### config.mk
export PLATFORM = sky130hd
export DESIGN_NAME = led_seq_player_flat
export DESIGN_NICKNAME = d
export VERILOG_FILES = /design/src/rtl/led_seq_player_if.sv /design/src/rtl/led_seq_player.sv /design/src/flat_wrapper.sv
export SDC_FILE = /design/constraint.sdc
export NUM_CORES = 1
export LEC_CHECK = 0
export ABC_AREA = 1
export ABC_CLOCK_PERIOD_IN_PS = 1400
export CAP_MARGIN = 0
export CORE_MARGIN = 4
export CORE_UTILIZATION = 40
export CTS_CLUSTER_SIZE = 25
export DETAILED_ROUTE_END_ITERATION = 10
export PLACE_DENSITY = 0.78
export SETUP_SLACK_MARGIN = 0.1
export SKIP_CTS_REPAIR_TIMING = 1
export SYNTH_ARGS = -nofsm -noshare
export SYNTH_HDL_FRONTEND = slang
export SYNTH_SLANG_ARGS = --single-unit
### constraint.sdc
create_clock -name clk -period 1.4 [get_ports clk]
set_input_delay 0.28 -clock clk [delete_from_list [all_inputs] [get_ports clk]]
set_output_delay 0.28 -clock clk [all_outputs]
set_load 0.02 [all_outputs]
### src/rtl/led_seq_player_if.sv
// led_seq_player_if: host write, playback control, status and RAM port bundle
interface led_seq_player_if #(parameter int AW = 3, parameter int LED_W = 6);
  logic i_wr_en;
  logic [AW-1:0] i_wr_addr;
  logic [31:0] i_wr_data;
  logic i_start;
  logic i_stop;
  logic o_busy;
  logic [LED_W-1:0] o_led;
  logic o_step;
  logic [AW-1:0] o_cur_addr;
  logic [AW-1:0] o_ram_ad;
  logic [31:0] o_ram_di;
  logic o_ram_wre;
  logic [31:0] i_ram_dout;
  modport master(
    output i_wr_en, i_wr_addr, i_wr_data, i_start, i_stop, i_ram_dout,
    input o_busy, o_led, o_step, o_cur_addr, o_ram_ad, o_ram_di, o_ram_wre
  );
  modport slave(
    input i_wr_en, i_wr_addr, i_wr_data, i_start, i_stop, i_ram_dout,
    output o_busy, o_led, o_step, o_cur_addr, o_ram_ad, o_ram_di, o_ram_wre
  );
endinterface

### src/rtl/led_seq_player.sv
// led_seq_player: plays LED pattern/dwell words from a shared 8x32 RAM port, host writes take priority
module led_seq_player #(
  parameter int AW = 3,
  parameter int LED_W = 6,
  parameter int DWELL_W = 24
) (
  input logic clk,
  input logic rst,
  led_seq_player_if.slave bus
);
  typedef enum logic [1:0] {IDLE, FETCH, HOLD} state_t;
  state_t r_state;
  logic [DWELL_W-1:0] r_cnt;
  logic r_last;
  logic [LED_W-1:0] r_led;
  logic r_step;
  logic [AW-1:0] r_addr;
  logic [DWELL_W-1:0] w_dwell;
  assign w_dwell = bus.i_ram_dout[LED_W +: DWELL_W];
  assign bus.o_ram_wre = bus.i_wr_en;
  assign bus.o_ram_di = bus.i_wr_data;
  assign bus.o_ram_ad = bus.i_wr_en ? bus.i_wr_addr : r_addr;
  assign bus.o_busy = r_state != IDLE;
  assign bus.o_led = r_led;
  assign bus.o_step = r_step;
  assign bus.o_cur_addr = r_addr;
  always_ff @(posedge clk or posedge rst)
    if (rst) begin
      r_state <= IDLE;
      r_cnt <= '0;
      r_last <= 1'b0;
      r_led <= '0;
      r_step <= 1'b0;
      r_addr <= '0;
    end else begin
      r_step <= 1'b0;
      if (bus.i_stop)
        r_state <= IDLE;
      else
        case (r_state)
          IDLE:
            if (bus.i_start) begin
              r_addr <= '0;
              r_state <= FETCH;
            end
          FETCH:
            if (!bus.i_wr_en) begin
              r_led <= bus.i_ram_dout[LED_W-1:0];
              r_cnt <= (w_dwell == '0) ? DWELL_W'(1) : w_dwell;
              r_last <= bus.i_ram_dout[31];
              r_step <= 1'b1;
              r_state <= HOLD;
            end
          HOLD:
            if (r_cnt == DWELL_W'(1)) begin
              r_addr <= r_last ? '0 : r_addr + AW'(1);
              r_state <= FETCH;
            end else
              r_cnt <= r_cnt - DWELL_W'(1);
          default: r_state <= IDLE;
        endcase
    end
endmodule

### src/flat_wrapper.sv
// flat-port wrapper written by rule: the top's interface ports become plain ports
module led_seq_player_flat 
#(
  parameter int AW = 3,
  parameter int LED_W = 6,
  parameter int DWELL_W = 24
)
  (clk, rst, bus_i_wr_en, bus_i_wr_addr, bus_i_wr_data, bus_i_start, bus_i_stop, bus_i_ram_dout, bus_o_busy, bus_o_led, bus_o_step, bus_o_cur_addr, bus_o_ram_ad, bus_o_ram_di, bus_o_ram_wre);
  led_seq_player_if #(.AW(AW), .LED_W(LED_W)) bus_i ();
  input logic clk;
  input logic rst;
  input wire logic [$bits(bus_i.i_wr_en)-1:0] bus_i_wr_en;
  input wire logic [$bits(bus_i.i_wr_addr)-1:0] bus_i_wr_addr;
  input wire logic [$bits(bus_i.i_wr_data)-1:0] bus_i_wr_data;
  input wire logic [$bits(bus_i.i_start)-1:0] bus_i_start;
  input wire logic [$bits(bus_i.i_stop)-1:0] bus_i_stop;
  input wire logic [$bits(bus_i.i_ram_dout)-1:0] bus_i_ram_dout;
  output wire logic [$bits(bus_i.o_busy)-1:0] bus_o_busy;
  output wire logic [$bits(bus_i.o_led)-1:0] bus_o_led;
  output wire logic [$bits(bus_i.o_step)-1:0] bus_o_step;
  output wire logic [$bits(bus_i.o_cur_addr)-1:0] bus_o_cur_addr;
  output wire logic [$bits(bus_i.o_ram_ad)-1:0] bus_o_ram_ad;
  output wire logic [$bits(bus_i.o_ram_di)-1:0] bus_o_ram_di;
  output wire logic [$bits(bus_i.o_ram_wre)-1:0] bus_o_ram_wre;
  assign bus_i.i_wr_en = bus_i_wr_en;
  assign bus_i.i_wr_addr = bus_i_wr_addr;
  assign bus_i.i_wr_data = bus_i_wr_data;
  assign bus_i.i_start = bus_i_start;
  assign bus_i.i_stop = bus_i_stop;
  assign bus_i.i_ram_dout = bus_i_ram_dout;
  assign bus_o_busy = bus_i.o_busy;
  assign bus_o_led = bus_i.o_led;
  assign bus_o_step = bus_i.o_step;
  assign bus_o_cur_addr = bus_i.o_cur_addr;
  assign bus_o_ram_ad = bus_i.o_ram_ad;
  assign bus_o_ram_di = bus_i.o_ram_di;
  assign bus_o_ram_wre = bus_i.o_ram_wre;
  led_seq_player #(.AW(AW), .LED_W(LED_W), .DWELL_W(DWELL_W)) u_core (.clk(clk), .rst(rst), .bus(bus_i));
endmodule
Yosys cells after proc, flatten, opt, wreduce, memory -nomap -nowiden
Cells that the tools add are included.
- $add $sub $neg: 2
- multipliers: 0
- divide/modulo/power cells: 0
- magnitude comparators: 0
- eq/ne operators: 10
- shift-type cells: 0
- multiplexer cells: 17
- bitwise operators: 2
- reductions and logical operators: 9
- operators by type and width (operator ; count):
    $mux W24 ; 3
    $pmux W24 S2 ; 1
    $eq A24 B1 Y1 const B ; 1
    $logic_not A24 Y1 ; 1
    $sub A24 B1 Y24 const B ; 1
    $mux W3 ; 4
    $mux W2 ; 4
    $reduce_and A4 Y1 ; 2
    $ne A2 B2 Y1 const B ; 3
    $ne A3 B3 Y1 const B ; 2
    $pmux W2 S3 ; 1
    $pmux W3 S2 ; 1
    $reduce_and A3 Y1 ; 2
    $reduce_bool A2 Y1 ; 3
    $add A3 B1 Y3 const B ; 1
    $mux W1 ; 3
    $ne A3 B2 Y1 const B ; 1
    $eq A2 B1 Y1 const B ; 1
    $eq A2 B2 Y1 const B ; 1
    $logic_not A2 Y1 ; 1
    $ne A2 B1 Y1 const B ; 1
    $not A1 Y1 ; 2
- register bits: 37
- latch bits: 0
- RAM bits: 0
- ROM bits: 0
- input port bits: 72
- output and inout bits: 47
- word-level logic and storage cells: 46
- memories: 0

Logic depth before layout (Yosys ltp)
- depth in word-level cells: 4
- mapped depth: 11
- mapped depth without buffers: 10

Least setup slack after synthesis
Ideal clock, no wire load.
- kind: reg2reg
- start: reg u_core.r_cnt[0]
- end: reg u_core.r_cnt[14]
- setup time: 116 ps
- arrival: 1375 ps
- required time: 1284 ps
- setup slack: -91 ps
- cell stages (with the launch flop): 10
- path buffers: 0
- clock period less this slack: 1491 ps
- cell sequence: dfrtp_1 -> inv_1 -> ha_1 -> nand2_1 -> nor2_1 -> nand3_1 -> nand3_1 -> o21ai_0 -> nand2_1 -> nand2_1
- cells in the longest elaborated chain, start to end: 3
- elaborated cells on any way between the ends: 6
- those cells by class: 1 x add/sub; 2 x eq/ne; 2 x mux; 1 x reduce/logical
- ends and longest elaborated chain (element ; line ; source):
    from (decl) ; led_seq_player.sv:13 ; logic [DWELL_W-1:0] r_cnt;
    from (signal assigned) ; led_seq_player.sv:49 ; r_cnt <= (w_dwell == '0) ? DWELL_W'(1) : w_dwell;
    from (signal assigned) ; led_seq_player.sv:59 ; r_cnt <= r_cnt - DWELL_W'(1);
    $sub A24 B1 Y24 / $eq A24 B1 Y1 (equally long branches) ; led_seq_player.sv:59, led_seq_player.sv:55 ;
    $mux W24 / $ne A2 B2 Y1 (equally long branches) ; - ;
    $pmux W24 S2 / $reduce_and A4 Y1 (equally long branches) ; - ;
Parallel ways exist; a longest one is shown, timed or not. The select of a mux whose other input is x is not followed.
A chain may end at the register's enable or synchronous reset.

Worst setup path after layout
- start: reg u_core.r_cnt[6]
- end: reg u_core.r_cnt[23]
The elaborated chain is that of the path after synthesis.

==> impl_metrics.yaml <==
die:
  fp-row-count: 30
  core_um2: 6910
  die_h_um: 93.1
  initial_core_util_pct: 41.9
  ioPinCount: 119
  die_x_um: 93.1
  dieArea_um2: 8660
detailed_routing:
  post_drt_via_cell_ratio: 5.17
  via_count: 3331
  drt_first_pass_iters: 5
  drt-initial-drc-count: 304
  routed_wl_mm: 9.92
  drt-wirelength-per-cell_um: 15.4
  drc: 0
  ant_nets: 0
yosys:
  seq_area_frac_synth_pct: 32.0
  synth_top_area_share_pct: 32.0
  synthSimpleGateAreaFrac_pct: 40.3
  yosysWarnings: 0
  synth-compound-area-share_pct: 7.78
  synth_top_family_by_area: "simple AND/OR/NAND/NOR gates"
  synth_xor_area_share_pct: 0.303
  synthesis.area_um2: 2890
  synth_adder_area_share_pct: 1.30
  synth_edf_count: 0
  synth-main-ff-cell: "dfrtp_1"
  synthCells: 441
  muxShareOfSynthArea_pct: 0
  synthDistinctLibCells: 27
  synth_area_leader_cell: "dfrtp_1"
  ys_ff_latch: 37
  synthTopCellsByArea: "dfrtp_1, nand2_1, buf_4"
  postSynthAreaPerCell_um2: 6.56
  synth.net_count: 516
  synthArstFlopShare_pct: 100
critical_path:
  critPathSlowestCell: "dfrtp_1"
  r2r_slack_ns: -0.24
  max_stage_delay_ns: 0.40
  end_kind: "flip-flop"
  worstSetupStartpointType: "flip-flop"
  worstSetupStartpoint: "u_core.r_cnt[6]"
  crit_chain: "buf_4 > nor2_1 > nand2_1 > nor2_4 > clkbuf_16 > nand3_2 > nand2_1 > nand3_1 > nand2_1 > nand2_1"
  crit_type: "reg2reg"
  worstReg2RegStart: "u_core.r_cnt[6]"
  cp-endpoint: "u_core.r_cnt[23]"
  worstPathRequired_ns: 1.59
  r2r_cells: 10
  path_common_cell: "nand2_1"
  path_max_fanout: 5
  crit_arrival_ns: 1.84
  timing.rr.end: "u_core.r_cnt[23]"
job:
  max_cap_violations: 0
placement:
  dp_cells: 624
  routabilityCongestion: 0.845
  place_hpwl_mm: 6.22
  io_buffers: 53
global_route:
  grt_pass1_wl_mm: 13.4
  antenna_found_initial: 0
  grt_overflow: 0
  grt_use_total_pct: 19.0
  first_global_vias: 3146
  grt_start_max_net_pins: 38
sta:
  fin_tns_setup_ns: -5.24
  rsz0062_at_grt: "yes"
  setup_viol: 29
  drv_slew: 0
  post-route-period-util_pct: 117
  slew_headroom_pct: 74.4
  hold_violations: 0
  max_freq_mhz: 608
  tightestPinTransition_ns: 0.380
  fin_ws_ns: -0.244
  fin_crit_ns: 1.64
  skew_ns: 0.00346
final_layout:
  nets: 622
  syn_to_final_growth_pct: 57.5
  seq_area_um2: 928
  drive_gt1_share_pct: 37.8
  multi_input_area_um2: 1800
  num-fill-cells: 494
  diodes: 0
  final_cells: 644
clock_network:
  clk_pin_slew_ns: 0.08
  cts_buffer_depth: 2
  insertion_delay_ns: 0.30
  cts-root-buf: "clkbuf_8"
  htreeDepth: 2
  clkSinkCount: 37
  tritoncts: "done"
  cts_made_buffers: 5
power_and_ir_drop:
  leakage_nw: 2.31
  ir_worst_vdd_v: 0.00110
  power.density_nw_per_um2: 1620
outcome:
  violations: "negative setup slack"
  status: "finished with violations"
hold_path:
  holdCritPathClass: "in2async"
==> cell families (layout without fill, tap and decap cells) <==
| logic type | after synthesis | after routing |
|---|---|---|
| simple gates | 267 | 268 |
| xor+xnor | 1 | 1 |
| flops | 37 | 37 |
| fa+ha+maj | 3 | 3 |
| buf+inv | 97 | 203 |
| compound gates | 36 | 36 |
==> cell type report <==
type,count,area share (%)
multi-input cells,308,39.6
repair buffers,141,29.6
flip-flops and latches,37,20.4
inverters,54,4.86
well taps,96,2.64
clock buffers,5,1.51
clock inverters,3,1.43
==> Yosys cell counts, types with 2 or more instances <==
master   count
buf_4       35
buf_1        3
ha_1         3
nand4_1      7
inv_2        3
dfrtp_1     37
nor2_1      50
nor2_4       4
o21ai_0     17
buf_6        3
nand2_1    142
nor2_2       5
nand3_1     47
inv_1       50
o21ai_2     12
a21oi_1      6
nand2_4      2
nand2_2      6
==> worst min path at each step <==
stage,depth (start not counted),slack [ns],to
6_report,3,0.34,u_core.r_cnt[23]
5_1_grt,3,0.37,u_core.bus.o_led[5]
4_1_cts,3,0.35,u_core.bus.o_led[3]
3_5_place_dp,2,0.46,u_core.bus.o_led[0]
3_3_place_gp,2,0.46,u_core.bus.o_led[0]
2_1_floorplan,1,0.37,u_core.bus.o_step
==> per-layer routing <==
metal | track usage (%) | wire length, µm | vias up | share of wire, %
li1 | - | - | 1553 | -
met1 | 21.7 | 3580 | 1562 | 36
met2 | 34.7 | 5100 | 157 | 51
met3 | 4.67 | 731 | 59 | 7.4
met4 | 5.74 | 509 | 0 | 5.1
met5 | 0 | 0 | - | 0
==> registers in the layout, indices dropped and copies added (netlist names) <==
register,cells
u_core.r_cnt,24
u_core.bus.o_cur_addr,3
u_core.r_last,1
u_core.bus.o_step,1
u_core.bus.o_led,6
u_core.r_state,2
==> worst max-delay path, delay by kind of cell (launching register included) <==
kind / cells / cell delay (ns)
AND/OR/NAND/NOR: 8 / 0.78
flip-flops: 1 / 0.40
buffers and inverters: 2 / 0.35
==> layout by cell type (no fill, tap or decap), drive strengths merged, types with 2 or more instances in the layout <==
| cell type | count |
|---|---|
| dlymetal6s2s | 12 |
| o21ai | 30 |
| dfrtp | 37 |
| inv | 52 |
| nand4 | 7 |
| clkinv | 2 |
| nand3 | 48 |
| buf | 90 |
| nand2 | 151 |
| clkbuf | 8 |
| bufinv | 2 |
| a21oi | 6 |
| clkdlybuf4s50 | 36 |
| nor2 | 59 |
| ha | 3 |
==> power breakdown <==
group | leakage, nW | switching, W | internal [W]
clock network | 0.0681 | 0.000436 | 0.000708
logic | 1.78 | 0.00232 | 0.00206
registers | 0.465 | 0.000372 | 0.00147
==> stage by stage <==
step	hold WS, ns	setup WS [ns]	power [W]	instance area (µm²)	util (%)
floorplan	0.367	-0.0142	0.00367	2940	-
global placement	0.456	-0.479	0.00516	3890	56.3
detailed placement	0.462	-0.542	0.00531	3890	56.3
CTS	0.349	-0.558	0.00648	4030	58.3
global route	0.368	-0.305	0.00781	4560	66.0
finish	0.343	-0.244	0.00737	4560	66.0
No activity file was read; power rests on OpenSTA's default activity.
